--- src/rtl/pc_unit.sv ---
// Program-counter unit: PC register, next-PC mux (SEQ/JUMP/BRANCH/JR/CALL/RET),
// a circular return-address stack, and single-cycle error pulses.
module pc_unit #(
  parameter int               WIDTH     = 32,
  parameter logic [WIDTH-1:0] RESET_PC  = '0,
  parameter int               RAS_DEPTH = 4
) (
  input  logic                           clk,
  input  logic                           reset,
  input  logic                           stall,
  input  logic [2:0]                     sel,
  input  logic [15:0]                    immediate,
  input  logic [25:0]                    jump_address,
  input  logic [WIDTH-1:0]               reg_rs,
  output logic [WIDTH-1:0]               pc,
  output logic [WIDTH-1:0]               pc_plus4,
  output logic [$clog2(RAS_DEPTH+1)-1:0] ras_count,
  output logic                           ras_empty,
  output logic                           ras_full,
  output logic                           ras_overflow,
  output logic                           ras_underflow,
  output logic                           align_err,
  output logic                           illegal_sel
);

  localparam int CW = $clog2(RAS_DEPTH + 1);
  localparam int PW = $clog2(RAS_DEPTH);

  typedef enum logic [2:0] {
    SEL_SEQ    = 3'd0,
    SEL_JUMP   = 3'd1,
    SEL_BRANCH = 3'd2,
    SEL_JR     = 3'd3,
    SEL_CALL   = 3'd4,
    SEL_RET    = 3'd5
  } sel_e;

  logic [WIDTH-1:0] pc_q, pc_d;
  logic [PW-1:0]    top_q, top_d;   // next free slot; newest entry sits one below
  logic [CW-1:0]    cnt_q, cnt_d;
  logic             ovf_q, ovf_d, unf_q, unf_d, aln_q, aln_d, ill_q, ill_d;
  logic             push;
  logic [WIDTH-1:0] ras_mem [RAS_DEPTH];

  logic [PW-1:0]    top_inc, top_dec;
  logic [WIDTH-1:0] jump_target, branch_offset, ras_top;

  assign pc_plus4      = pc_q + WIDTH'(4);
  assign jump_target   = {pc_plus4[WIDTH-1:28], jump_address, 2'b00};
  assign branch_offset = {{(WIDTH-18){immediate[15]}}, immediate, 2'b00};

  // Explicit wrap keeps the stack circular for non-power-of-two depths.
  assign top_inc = (top_q == PW'(RAS_DEPTH - 1)) ? '0 : top_q + PW'(1);
  assign top_dec = (top_q == '0) ? PW'(RAS_DEPTH - 1) : top_q - PW'(1);
  assign ras_top = ras_mem[top_dec];

  // NOTE: every output of this block gets a default first, so no path can infer a latch.
  always_comb begin
    pc_d  = pc_q;
    top_d = top_q;
    cnt_d = cnt_q;
    push  = 1'b0;
    ovf_d = 1'b0;
    unf_d = 1'b0;
    aln_d = 1'b0;
    ill_d = 1'b0;
    if (!stall) begin
      case (sel)
        SEL_SEQ:    pc_d = pc_plus4;
        SEL_JUMP:   pc_d = jump_target;
        SEL_BRANCH: pc_d = pc_plus4 + branch_offset;
        SEL_JR: begin
          pc_d  = reg_rs;
          aln_d = |reg_rs[1:0];
        end
        SEL_CALL: begin
          pc_d  = jump_target;
          push  = 1'b1;
          top_d = top_inc;
          if (cnt_q == CW'(RAS_DEPTH)) ovf_d = 1'b1;
          else                         cnt_d = cnt_q + CW'(1);
        end
        SEL_RET: begin
          if (cnt_q == '0) begin
            pc_d  = reg_rs;
            unf_d = 1'b1;
          end else begin
            pc_d  = ras_top;
            top_d = top_dec;
            cnt_d = cnt_q - CW'(1);
          end
          aln_d = |pc_d[1:0];
        end
        default: begin
          pc_d  = pc_plus4;
          ill_d = 1'b1;
        end
      endcase
    end
  end

  // NOTE: sequential state uses non-blocking assignments so every register samples pre-edge values.
  always_ff @(posedge clk) begin
    if (reset) begin
      pc_q  <= RESET_PC;
      top_q <= '0;
      cnt_q <= '0;
      ovf_q <= 1'b0;
      unf_q <= 1'b0;
      aln_q <= 1'b0;
      ill_q <= 1'b0;
    end else begin
      pc_q  <= pc_d;
      top_q <= top_d;
      cnt_q <= cnt_d;
      ovf_q <= ovf_d;
      unf_q <= unf_d;
      aln_q <= aln_d;
      ill_q <= ill_d;
    end
  end

  // NOTE: stack storage has no reset; its contents are only read while ras_count is non-zero.
  always_ff @(posedge clk) begin
    if (!reset && push) ras_mem[top_q] <= pc_plus4;
  end

  assign pc            = pc_q;
  assign ras_count     = cnt_q;
  assign ras_empty     = (cnt_q == '0);
  assign ras_full      = (cnt_q == CW'(RAS_DEPTH));
  assign ras_overflow  = ovf_q;
  assign ras_underflow = unf_q;
  assign align_err     = aln_q;
  assign illegal_sel   = ill_q;

endmodule

--- config.mk ---
export PLATFORM = sky130hd
export DESIGN_NAME = pc_unit
export DESIGN_NICKNAME = d
export VERILOG_FILES = /design/src/rtl/pc_unit.sv
export SDC_FILE = /design/constraint.sdc
export NUM_CORES = 1
export LEC_CHECK = 0
export BUFFER_PORTS_ARGS = -buffer_cell sky130_fd_sc_hd__buf_4
export CORE_MARGIN = 2
export CORE_UTILIZATION = 45
export DETAILED_ROUTE_END_ITERATION = 10
export PLACE_DENSITY = 0.66
export SETUP_SLACK_MARGIN = 0.05
export SYNTH_ARGS = -nofsm -noshare
export SYNTH_HDL_FRONTEND = slang
export SYNTH_SLANG_ARGS = --single-unit
--- constraint.sdc ---
create_clock -name clk -period 3.9 [get_ports clk]
set_input_delay 0.195 -clock clk [delete_from_list [all_inputs] [get_ports clk]]
set_output_delay 0.195 -clock clk [all_outputs]
set_load 0.01 [all_outputs]
-- Yosys cells after proc, flatten, opt, wreduce, memory -nomap -nowiden
Memory sizes are Yosys's and may differ from the RTL's.
Index checks and enable logic that the tools add are counted.
- register bits after elaboration: 41
- latch bits: 0
- bits in writable memories: 128
- memory bits (read-only): 0
- input bits: 80
- output and inout bits: 73
- word-level logic and storage cells: 60
- memories kept: 1
- memory list (memory ; words ; bits a word ; read ports ; clocked after Yosys merged registers in ; wr ports ; RTL line ; source):
    ras_mem ; 4 ; 32 ; 1 ; 0 ; 1 ; 43 ; logic [WIDTH-1:0] ras_mem [RAS_DEPTH];
- add/subtract/negate cells: 6
- $mul: 0
- div/mod/pow operators: 0
- magnitude comparators: 0
- eq/ne operators: 9
- shifts and indexed selects: 0
- muxes and demuxes: 19
- bitwise gates (word level): 3
- reduce and logical (&&, ||, !) cells: 15
- operators by type and width (kind ; number):
    one-hot mux 32 bit (4 select lines) ; 1
    two-way mux 32 bit ; 3
    adder 32 x 3 -> 32 bit, second input constant ; 1
    adder 32 bit ; 1
    == test 3 bit, second input constant ; 3
    OR reduction 2 bit ; 4
    two-way mux 1 bit ; 7
    == test 3 x 2 -> 1 bit, second input constant ; 2
    logical NOT 3 bit ; 2
    two-way mux 2 bit ; 3
    two-way mux 3 bit ; 2
    one-hot mux 3 bit (2 select lines) ; 1
    OR reduction 3 bit ; 2
    OR reduction 6 bit ; 1
    != test 2 bit, second input constant ; 2
    one-hot mux 2 bit (2 select lines) ; 1
    AND reduction 4 bit ; 1
    adder 3 x 1 -> 3 bit, second input constant ; 1
    == test 3 x 1 -> 1 bit, second input constant ; 1
    NOT 1 bit ; 3
    AND reduction 3 bit ; 1
    subtractor 3 x 1 -> 3 bit, second input constant ; 1
    adder 2 x 1 -> 2 bit, second input constant ; 1
    == test 2 bit, second input constant ; 1
    6 further kinds ; 6

-- Logic depth before layout (Yosys ltp)
An unclocked memory read counts as a cell.
- depth in word-level cells: 8
- mapped depth: 17
- mapped depth without buffers: 17

-- Worst setup path after synthesis
Ideal clock, no wire load.
- path kind: reg2reg
- start point: register pc_q[2] (netlist: pc[2])
- end point: register pc_q[26] (netlist: pc[26])
- library setup time: 0.122 ns
- arrival time: 3.747 ns
- required time: 3.778 ns
- setup slack: 0.031 ns
- cell stages (with the launch flop): 17
- buffers on the path: 0
- period minus slack after synthesis: 3.869 ns
- path through: dfxtp_1 inv_1 nor2_1 nand4_2 nor3_2 nand3_1 xnor2_1 ha_1 a21o_1 a21o_1 a21oi_1 nand2_1 a211o_1 a21o_1 a31oi_2 nor2_1 a221o_1
- longest elaborated chain between the ends: 3
- RTL lines (item ; RTL line ; source):
    start: declaration ; 38 ; logic [WIDTH-1:0] pc_q, pc_d;
    start signal: assignment ; 113 ; pc_q <= pc_d;
    adder 32 x 3 -> 32 bit ; 48 ; assign pc_plus4 = pc_q + WIDTH'(4);
    via pc_plus4[2] ; 16 ; output logic [WIDTH-1:0] pc_plus4,
    adder 32 bit ; 71 ; SEL_BRANCH: pc_d = pc_plus4 + branch_offset;
    one-hot mux 32 bit (4 select lines) ; 68 ; case (sel)
The timed path passes the listed nets, and every way through them passes these cells.
A chain may end at the register's enable or synchronous reset.

-- Worst setup path after layout
- start point: register pc_q[21] (netlist: pc[21])
- end point: register pc_q[31] (netlist: pc[31])
- longest elaborated chain between the ends: 3
- RTL lines (item ; RTL line):
    adder 32 x 3 -> 32 bit (*) ; 48
    adder 32 bit ; 71
    one-hot mux 32 bit (4 select lines) (*) ; 68
Every way passes the cells marked *; elsewhere a longest branch is shown, timed or not.

==> run metrics <==
status=finished clean; multi-input logic area=0.00459 mm²; maximum VDD drop=~0.00029 V; skew final=0.0122 ns; largest net degree at the start of global routing=48; initial antenna violation count=0; synth unique cells=72; P&R area growth vs syn=27.9%; startpoint types=flop; dpl ws=between 0.09 and 0.1 ns; placer congestion estimate=0.982; Setup Crit Path Kind=reg2reg; worst hold stages=3; total clock sinks=~170; number of global-route vias before repair=7865; Final Hold Viols=0; R2R Setup Slk=a little under 0.2 ns; ys async rst share=0%; row count=53; CP endpoint kind=flop; pwr/cell area=between 400 and 500 mW/mm²; layout cells sized above 1=32.0%; CTS tree=done; drt pass-1 iters=5; Mean Syn Cell Area=between 10 and 15 µm²; Syn. warnings=0; Tcrit/Tclk final=between 90% and 100%; register area=about 0.0047 mm²; DP Cell Count=1287; clk buf depth=2; Die Wd=around 150 µm; CTS Buf Count=17; RR Endpoint=pc[31]$_SDFFE_PP0N_; max cap viols=0; setup ws final=0.193 ns; reg2reg start=pc[21]$_SDFFE_PP0N_; fin nets=1153; top_reg_cell synth=edfxtp_1; hold_buf cts=0; Net Count, Synth=roughly 950; EDFF count, synth=128; Synth Instances=about 800; hold endpoint=ras_underflow$_SDFF_PP0_; Final Power=about 0.0050 W; Pleak=4.81 nW; RSZ-0062 raised after global routing=true; fin area=0.0121 mm²; worst slew pin tran=1.02 ns; Register-to-Register Path Depth=14; port buffer count=152; root buffer cell=clkbuf_16; DR WL/cell=approximately 24 µm; WL final=31200 µm; Seq cells post-synth=around 170; Die Ht=~150 µm; first-pass GRT wire length=~46000 µm; Fill cells=1777; class of the worst hold path=in2reg; endpoints failing setup=0; critical path arrival=about 4 ns; Reg clk slew, reported paths=approximately 0.070 ns; antenna-violating nets left=0; placed cell areas=approximately 0.011 mm²; n_diodes=0; DRC viols=0; Mapped Area=between 0.009 and 0.01 mm²; Starting Density=between 40% and 50%; f_max=around 270 MHz; Worst EP required=around 4.2 ns; total die area=around 0.022 mm²; detailed placement HPWL=~22000 µm; final count of pins violating max slew=0; grt total ovfl=0; via count=7957; # H-tree levels=4; min Tclk post-route=3.71 ns; hold path start=sel[0]; Core Region=approximately 0.021 mm²; clk_lat worst skew=0.43 ns; Vias per Instance=6.03; non-filler instance count after layout=1320; Slew HR=between 30% and 40%; sequential area share after synthesis=49.2%; Core Util, Final=between 50% and 60%; First DRT Iteration DRCs=~650; worst-path fanout max=6; All-Layer GR Usage=28.1%; IO Pins=153
[how the worst max path moves through the flow]
| stage | to | slack, ns | cells past startpoint | start |
|---|---|---|---|---|
| after floorplan | pc[26]$_SDFFE_PP0N_ | 0.19 | 16 | pc[2]$_SDFFE_PP0N_ |
| after global placement | pc[31]$_SDFFE_PP0N_ | 0.11 | 14 | pc[21]$_SDFFE_PP0N_ |
| after detailed placement | pc[31]$_SDFFE_PP0N_ | 0.1 | 14 | pc[21]$_SDFFE_PP0N_ |
| after CTS | pc[31]$_SDFFE_PP0N_ | 0.07 | 14 | pc[21]$_SDFFE_PP0N_ |
| after global routing | pc[16]$_SDFFE_PP0N_ | -0.14 | 15 | pc[2]$_SDFFE_PP0N_ |
| final | pc[31]$_SDFFE_PP0N_ | 0.19 | 14 | pc[21]$_SDFFE_PP0N_ |
[power by group]
part | leakage (nW) | internal [W] | switching [W]
Clock | 0.331 | 0.00118 | 0.000766
Combinational | 2.95 | 0.000436 | 0.000558
Sequential | 1.52 | 0.00198 | 0.0000385
Total | 4.81 | 0.00360 | 0.00136
[stage by stage]
stage	hold slack [ns]	setup TNS [ns]
6_report	0.0759	0
5_1_grt	0.0744	-0.317
4_1_cts	0.0641	0
3_5_place_dp	0.508	0
3_3_place_gp	0.506	0
2_1_floorplan	0.348	0
[logic make-up after synthesis]
family | Yosys count | synth area share, %
and+or+nand+nor | 217 | 11.2
adders and majority gates | 41 | 5.57
buffers and inverters | 70 | 3.30
xor gates and xnor gates | 50 | 4.70
muxes | 36 | 8.04
DFF | 169 | 49.2
AOI/OAI and AO/OA | 241 | 17.9
[per-layer routing]
layer,track usage (%),wire length [µm],vias to the layer above
li1,-,-,3607
met3,5.17,2340,55
met4,8.67,889,0
met1,37.3,12900,3922
met2,47.0,15100,373
met5,0,0,-
[sequential cells by signal, summed over array words and instances, names as in the netlist]
register and count:
ras_mem 128, pc 32, ras_count 3, top_q 2
align_err 1, illegal_sel 1, ras_overflow 1, ras_underflow 1
[cell usage in the layout (no fill, tap or decap), types with 12 or more instances in the layout]
cell,n
a21o_1,23
a21oi_1,58
a221o_1,14
a221oi_1,19
and3_1,12
buf_4,230
clkbuf_16,17
dfxtp_1,41
edfxtp_1,128
ha_1,38
inv_1,29
mux4_2,32
nand2_1,57
nand3_1,25
nor2_1,50
o21ai_0,40
xnor2_1,26
xor2_1,19
[area by class of cell]
| class | count | share of cell area (%) |
|---|---|---|
| Clock buffer | 19 | 3.66 |
| Clock inverter | 13 | 1.94 |
| Inverter | 29 | 0.899 |
| Multi-Input combinational cell | 585 | 37.9 |
| Sequential cell | 169 | 38.5 |
| Tap cell | 275 | 2.84 |
| Timing Repair Buffer | 230 | 14.3 |
[worst max-delay path, stage by stage, from the launching register on]
cell and delay (ns):
dfxtp_1 0.45, and3_1 0.29, and3_1 0.32, and3_2 0.30, nand3_1 0.11, and2_1 0.18, or2_2 0.35, ha_1 0.38
a21o_1 0.20, a21o_1 0.18, nand2_1 0.10, a21oi_1 0.12, a2111oi_4 0.31, xnor2_1 0.16, o221ai_1 0.13
[what timing repair did]
item                                    4_1_cts  5_1_grt
buffers inserted                              0        1
endpoints found under the setup margin        0       12
gates resized for setup                       0       12
hold endpoints to repair                      0        0
[synth_stat cells (3+ instances only)]
| master | instances | area share (%) |
|---|---|---|
| a211oi_1 | 10 | 0.79 |
| a21o_1 | 23 | 1.8 |
| a21oi_1 | 59 | 3.1 |
| a221o_1 | 14 | 1.5 |
| a221oi_1 | 19 | 1.8 |
| a22o_1 | 4 | 0.37 |
| a22oi_1 | 11 | 0.87 |
| a311oi_1 | 3 | 0.28 |
| a31o_2 | 4 | 0.37 |
| a31oi_1 | 10 | 0.66 |
| a32o_1 | 4 | 0.42 |
| and2_1 | 7 | 0.46 |
| and3_1 | 13 | 0.86 |
| buf_2 | 11 | 0.58 |
| buf_4 | 6 | 0.48 |
| clkbuf_1 | 20 | 0.79 |
| dfxtp_1 | 41 | 8.7 |
| edfxtp_1 | 128 | 41 |
| ha_1 | 39 | 5.2 |
| inv_1 | 29 | 1.1 |
| mux2i_1 | 3 | 0.32 |
| mux4_2 | 32 | 7.6 |
| nand2_1 | 57 | 2.3 |
| nand2b_1 | 6 | 0.40 |
| nand3_1 | 26 | 1.4 |
| nand4_1 | 7 | 0.46 |
| nor2_1 | 56 | 2.2 |
| nor2_2 | 3 | 0.20 |
| nor2b_1 | 11 | 0.73 |
| nor3_1 | 11 | 0.58 |
| nor3b_1 | 3 | 0.24 |
| o211ai_1 | 3 | 0.24 |
| o21a_1 | 3 | 0.24 |
| o21ai_0 | 40 | 2.1 |
| o21ai_1 | 3 | 0.16 |
| o21bai_1 | 3 | 0.24 |
| or2_2 | 3 | 0.20 |
| xnor2_1 | 29 | 2.7 |
| xor2_1 | 20 | 1.8 |
Power figures use the tool's default switching activity.
